[src/rtl/ecp5_pll_phase_ctrl.sv]
// Dynamic phase-step sequencer for the ECP5 PLL wrapper: filters lock, paces
// phasesel/phasedir/phasestep, and tracks per-channel phase modulo one period.
module ecp5_pll_phase_ctrl #(
    parameter int NUM_CH    = 4,
    parameter int PHASE_W   = 10,
    parameter logic [NUM_CH*PHASE_W-1:0] CH_STEPS = {NUM_CH{PHASE_W'(40)}},
    parameter int SETUP_CYC = 2,
    parameter int STEP_W    = 2,
    parameter int STEP_GAP  = 4,
    parameter int LOCK_FILT = 16
) (
    input  logic                        clk_i,
    input  logic                        reset,
    input  logic                        req_valid,
    output logic                        req_ready,
    input  logic [1:0]                  req_ch,
    input  logic signed [PHASE_W:0]     req_delta,
    input  logic                        pll_locked,
    output logic [1:0]                  pll_phasesel,
    output logic                        pll_phasedir,
    output logic                        pll_phasestep,
    output logic                        locked_o,
    output logic                        busy,
    output logic                        done,
    output logic                        err_o,
    output logic [NUM_CH*PHASE_W-1:0]   phase_o
);

    localparam int MAXC = (SETUP_CYC > STEP_W) ?
                          ((SETUP_CYC > STEP_GAP) ? SETUP_CYC : STEP_GAP) :
                          ((STEP_W > STEP_GAP) ? STEP_W : STEP_GAP);
    localparam int TW  = (MAXC > 1) ? $clog2(MAXC) : 1;
    localparam int LFW = (LOCK_FILT > 1) ? $clog2(LOCK_FILT) : 1;
    localparam logic [2:0] NUM_CH_L = 3'(NUM_CH);

    typedef enum logic [2:0] {
        IDLE,
        SETUP,
        PULSE,
        GAP,
        DONE
    } state_t;

    state_t               state_q;
    logic [TW-1:0]        tmr_q;
    logic [PHASE_W:0]     rem_q;
    logic [PHASE_W:0]     req_mag;
    logic [LFW-1:0]       lf_cnt;
    logic [PHASE_W-1:0]   phase_q [NUM_CH];

    // Unsigned magnitude: -2^PHASE_W maps to 2^PHASE_W in the extra MSB.
    assign req_mag   = req_delta[PHASE_W] ? (~req_delta + 1'b1) : req_delta;
    assign req_ready = (state_q == IDLE) && locked_o;

    always_comb begin
        phase_o = '0;
        for (int unsigned i = 0; i < NUM_CH; i++) begin
            phase_o[i*PHASE_W +: PHASE_W] = phase_q[i];
        end
    end

    always_ff @(posedge clk_i or posedge reset) begin
        if (reset) begin
            lf_cnt   <= '0;
            locked_o <= 1'b0;
        end else if (!pll_locked) begin
            lf_cnt   <= '0;
            locked_o <= 1'b0;
        end else if (lf_cnt == LFW'(LOCK_FILT - 1)) begin
            locked_o <= 1'b1;
        end else begin
            lf_cnt <= lf_cnt + 1'b1;
        end
    end

    always_ff @(posedge clk_i or posedge reset) begin
        if (reset) begin
            state_q       <= IDLE;
            tmr_q         <= '0;
            rem_q         <= '0;
            pll_phasesel  <= '0;
            pll_phasedir  <= 1'b0;
            pll_phasestep <= 1'b0;
            busy          <= 1'b0;
            done          <= 1'b0;
            err_o         <= 1'b0;
            for (int unsigned i = 0; i < NUM_CH; i++) begin
                phase_q[i] <= '0;
            end
        end else begin
            done  <= 1'b0;
            err_o <= 1'b0;
            unique case (state_q)
                IDLE: begin
                    if (req_valid && req_ready) begin
                        pll_phasesel <= req_ch;
                        pll_phasedir <= req_delta[PHASE_W];
                        rem_q        <= req_mag;
                        if ({1'b0, req_ch} >= NUM_CH_L) begin
                            err_o <= 1'b1;
                        end else if (req_mag == '0) begin
                            state_q <= DONE;
                            done    <= 1'b1;
                            busy    <= 1'b1;
                        end else begin
                            state_q <= SETUP;
                            tmr_q   <= TW'(SETUP_CYC - 1);
                            busy    <= 1'b1;
                        end
                    end
                end
                SETUP, PULSE, GAP: begin
                    if (!pll_locked) begin
                        state_q       <= IDLE;
                        pll_phasestep <= 1'b0;
                        busy          <= 1'b0;
                        err_o         <= 1'b1;
                    end else if (tmr_q != '0) begin
                        tmr_q <= tmr_q - 1'b1;
                    end else if (state_q == PULSE) begin
                        state_q       <= GAP;
                        pll_phasestep <= 1'b0;
                        tmr_q         <= TW'(STEP_GAP - 1);
                        rem_q         <= rem_q - 1'b1;
                        for (int unsigned i = 0; i < NUM_CH; i++) begin
                            if (32'(pll_phasesel) == i) begin
                                if (!pll_phasedir)
                                    phase_q[i] <= (phase_q[i] == CH_STEPS[i*PHASE_W +: PHASE_W] - PHASE_W'(1)) ?
                                                  '0 : phase_q[i] + 1'b1;
                                else
                                    phase_q[i] <= (phase_q[i] == '0) ?
                                                  CH_STEPS[i*PHASE_W +: PHASE_W] - PHASE_W'(1) : phase_q[i] - 1'b1;
                            end
                        end
                    end else if (state_q == GAP && rem_q == '0) begin
                        state_q <= DONE;
                        done    <= 1'b1;
                    end else begin
                        state_q       <= PULSE;
                        pll_phasestep <= 1'b1;
                        tmr_q         <= TW'(STEP_W - 1);
                    end
                end
                DONE: begin
                    state_q <= IDLE;
                    busy    <= 1'b0;
                end
                default: begin
                    state_q       <= IDLE;
                    pll_phasestep <= 1'b0;
                    busy          <= 1'b0;
                end
            endcase
        end
    end

endmodule

[config.mk]
export PLATFORM = sky130hd
export DESIGN_NAME = ecp5_pll_phase_ctrl
export DESIGN_NICKNAME = d
export VERILOG_FILES = /design/src/rtl/ecp5_pll_phase_ctrl.sv
export SDC_FILE = /design/constraint.sdc
export NUM_CORES = 1
export LEC_CHECK = 0
export ABC_CLOCK_PERIOD_IN_PS = 2200
export CAP_MARGIN = 0
export CORE_ASPECT_RATIO = 0.5
export CORE_MARGIN = 4
export CORE_UTILIZATION = 35
export CTS_BUF_LIST = sky130_fd_sc_hd__clkbuf_8
export CTS_CLUSTER_DIAMETER = 40
export CTS_CLUSTER_SIZE = 14
export DETAILED_ROUTE_END_ITERATION = 7
export DONT_BUFFER_PORTS = 1
export GPL_TIMING_DRIVEN = 0
export SYNTH_ARGS = -nofsm -noshare
export SYNTH_HDL_FRONTEND = slang
export SYNTH_SLANG_ARGS = --single-unit
[constraint.sdc]
create_clock -name clk_i -period 2.2 [get_ports clk_i]
set_clock_uncertainty 0.05 [all_clocks]
set_input_delay 0.33 -clock clk_i [delete_from_list [all_inputs] [get_ports clk_i]]
set_output_delay 0.33 -clock clk_i [all_outputs]
set_load 0.05 [all_outputs]
==> flow_summary_export.csv <==
group,metric,value,unit
clocking,cts_tree,"built",
timing,period_share,111.7,%
cells_and_area,layout.cells.most_common_list,"sky130_fd_sc_hd__nand2_1 (63), sky130_fd_sc_hd__a21oi_1 (62), sky130_fd_sc_hd__nor2_1 (50)",
critical_path,cp_max_fo,6,
logic_synthesis,share_of_the_yosys_chip_area_belonging_to_registers,34.03,%
logic_synthesis,post_synth_num_cell_types,68,
logic_synthesis,synth_edf_count,0,
pwr,vdd.ir_drop.worst,0.2273,mV
logic_synthesis,syn_inst,625,
critical_path,timing.critical_path.cells,"inv_2 -> ha_4 -> or3b_4 -> or3_4 -> or3_4 -> a221oi_2 -> a21oi_1",
clocking,reg_clk_slew_reported_paths,0.07,ns
cells_and_area,leading_cell_type_in_the_layout_fill_and_taps_excluded,"sky130_fd_sc_hd__nand2_1",
timing,period_minus_slack,2.458,ns
clocking,cts.sink_count,68,
pwr,power_density,516.5,nW/um^2
global_routing,via_count_of_the_first_global_routing_pass,4509,
timing,tightestPinTransition,0.6894,ns
timing,final_max_slew_viol_count,0,
critical_path,timing.setup.critical_path_class,"flip-flop to flip-flop",
die,design.die.area,16380,sq um
die,floorplan.initialDensity,36.30,%
clocking,clk_latency,0.35,ns
critical_path,cpLargestDelayFamily,"simple AND/OR/NAND/NOR gates",
critical_path,crit_path_frequent_cell,"sky130_fd_sc_hd__or3_4",
clocking,cts-buffers-inserted,9,
clocking,htreeDepth,3,
routing,drt_iter0_markers,367,
critical_path,critPathLaunchType,"flip-flop",
critical_path,cp.required,2.37,ns
placed_design,io_buffer_count,0,
critical_path,critical_path.endpoint_type,"flip-flop",
routing,detail_route.vias_per_cell,5.749,
die,floorplan.core_area,13780,sq um
logic_synthesis,mappedNetlistArea,5001,sq um
routing,drt_pass1_iterations,5,
global_routing,grt_util_all_layers,17.34,%
global_routing,maximum_number_of_pins_on_one_net_before_global_route_repair,63,
global_routing,grt-ovfl-total,0,
cells_and_area,final_net_count,681,
cells_and_area,insertedDiodeCount,0,
critical_path,critical_path.n_buffers_inverters,1,
placed_design,dp_worst_setup_slack,-0.6600,ns
outcome,status,"finished with violations",
cells_and_area,utilization,42.96,%
timing,fin_ws,-0.2577,ns
timing,max-slew-margin-rel,54.04,%
critical_path,critPathSlowestCell,"sky130_fd_sc_hd__dfrtp_4",
logic_synthesis,synth-async-reset-ratio,100.0,%
pwr,cellLeakagePower,0.002333,uW
cells_and_area,area.growth.synth_to_final,18.34,%
logic_synthesis,synth_fp_nets,654,
die,floorplan.die.height,92.53,um
routing,detail_route.wirelength,14470,um
min_path,worst_hold_class,"input pin to flip-flop",
outcome,failed_checks,"setup timing",
timing,timing.hold.ws,0.03781,ns
routing,drt_drc_violations_left,0,
placed_design,numPlacedInstances,818,
run,cap_violations,0,
placed_design,gp_routability_congestion,0.8691,
timing,hold_violations,0,
timing,finalSetupViolations,16,
global_routing,grt_first_pass_wirelength,23400,um
logic_synthesis,ys_ff_latch,68,
die,die_width,177.1,um
logic_synthesis,synth.yosys.warnings,0,
placed_design,detailedPlacementHpwl,9848,um
clocking,root_buffer,"sky130_fd_sc_hd__clkbuf_8",
critical_path,critical_path_arrival,2.62,ns
timing,unrepaired_setup_endpoints_after_global_routing,"yes",
die,io_pins,66,
clocking,cts.path.max_buffers,2,
die,fp-row-count,30,
global_routing,antenna_found_initial,0,
routing,wire_per_inst,17.08,um
timing,clock.fmax,406.9,MHz
critical_path,worst_path_largest_cell_delay,0.59,ns
routing,routed-via-count,4869,
logic_synthesis,syn-mean-instance-area,8.002,sq um
cells_and_area,share_of_post_route_cells_with_drive_strength_above_1,24.58,%
logic_synthesis,synth-main-ff-cell,"sky130_fd_sc_hd__dfrtp_1",
routing,final_antenna_net_count,0,
cells_and_area,layoutNonFillerInstCount,847,
-- power breakdown --
group | total (uW) | leakage [uW] | internal, uW | switching, uW
Sequential | 1480 | 0.000856 | 1320 | 155
Combinational | 724 | 0.00139 | 284 | 439
Clock | 856 | 0.0000913 | 377 | 479
Total | 3060 | 0.00233 | 1980 | 1070
-- per-layer routing --
| metal | track usage (%) | wire (um) | share of wire [%] |
|---|---|---|---|
| met5 | 0 | 0 | 0 |
| met3 | 3.752 | 742 | 5.1 |
| met1 | 23.88 | 6862 | 47 |
| met2 | 27.67 | 6685 | 46 |
| met4 | 4.633 | 176 | 1.2 |
-- final cells by class --
class | instances | area [sq um]
buffer | 38 | 240.2
clock buffer | 9 | 123.9
clock inverter | 5 | 18.77
fill | 1374 | 7858
inverter | 20 | 82.58
multi-input combinational | 497 | 3307
sequential | 68 | 1755
tap | 192 | 240.2
timing repair buffer | 18 | 150.1
-- worst paths after layout --
path | slack [ns] | depth (start not counted) | endpoint | startpoint
max | -0.26 | 7 | phase_o[38]$_DFFE_PP0P_ | phase_o[30]$_DFFE_PP0P_
min | 0.04 | 2 | pll_phasesel[0]$_DFFE_PP0P_ | req_ch[0]
max reg2reg | -0.26 | 7 | phase_o[38]$_DFFE_PP0P_ | phase_o[30]$_DFFE_PP0P_
min reg2reg | 0.48 | 1 | lf_cnt[2]$_DFFE_PP0P_ | lf_cnt[2]$_DFFE_PP0P_
max in group asynchronous | 1.25 | 3 | phase_o[1]$_DFFE_PP0P_ | reset
min in group asynchronous | 0.30 | 2 | rem_q[3]$_DFFE_PP0P_ | reset
-- cells in the mapped netlist, types with 8 or more instances --
cell type	n	share of area (%)
sky130_fd_sc_hd__a21oi_1	65	6.5
sky130_fd_sc_hd__a221oi_1	11	1.9
sky130_fd_sc_hd__a31oi_1	10	1.3
sky130_fd_sc_hd__and3_1	8	1.0
sky130_fd_sc_hd__buf_2	9	0.90
sky130_fd_sc_hd__clkbuf_1	23	1.7
sky130_fd_sc_hd__dfrtp_1	68	34
sky130_fd_sc_hd__ha_1	12	3.0
sky130_fd_sc_hd__inv_1	20	1.5
sky130_fd_sc_hd__mux2i_1	8	1.6
sky130_fd_sc_hd__nand2_1	64	4.8
sky130_fd_sc_hd__nand3_1	30	3.0
sky130_fd_sc_hd__nor2_1	52	3.9
sky130_fd_sc_hd__nor3_1	23	2.3
sky130_fd_sc_hd__nor4_1	9	1.1
sky130_fd_sc_hd__o21ai_0	51	5.1
sky130_fd_sc_hd__o22ai_1	14	1.8
sky130_fd_sc_hd__o31ai_1	13	2.0
sky130_fd_sc_hd__or2_2	9	1.1
sky130_fd_sc_hd__or3_1	11	1.4
sky130_fd_sc_hd__xnor2_1	10	1.8
sky130_fd_sc_hd__xor2_1	8	1.4
-- registers in the layout, indices dropped and copies added, names as in the netlist, 2 cells and up --
name / cells
phase_o: 40
state_q: 3
lf_cnt: 4
pll_phasesel: 2
tmr_q: 2
rem_q: 11
-- metrics by stage --
stage / area (sq um) / total power, uW / TNS (ns)
5_1_grt: 5918 / 3235 / -3.716
2_1_floorplan: 5061 / 1981 / -0.9828
4_1_cts: 5767 / 3075 / -3.397
3_3_place_gp: 5301 / 2137 / -80.46
3_5_place_dp: 5331 / 2152 / -16.50
6_report: 5918 / 3057 / -1.840
-- cell families after synthesis --
family	Yosys count	share of synthesized area, %
buffers and inverters	60	5.729
adder cells (fa/ha/maj)	12	3.002
AND/OR/NAND/NOR	253	26.62
multiplexers	8	1.601
XOR/XNOR	18	3.152
AO/OA/AOI/OAI	206	25.87
flip-flops	68	34.03
-- timing repair --
action | in CTS | in global routing
cloned | 1 | 0
pin swaps | 16 | 15
setup endpoints to repair | 48 | 46
hold endpoints to repair | 68 | 0
hold buffers | 1 | 0
resized for setup | 62 | 55
setup buffers | 12 | 3
(Power assumes the default switching activity.)
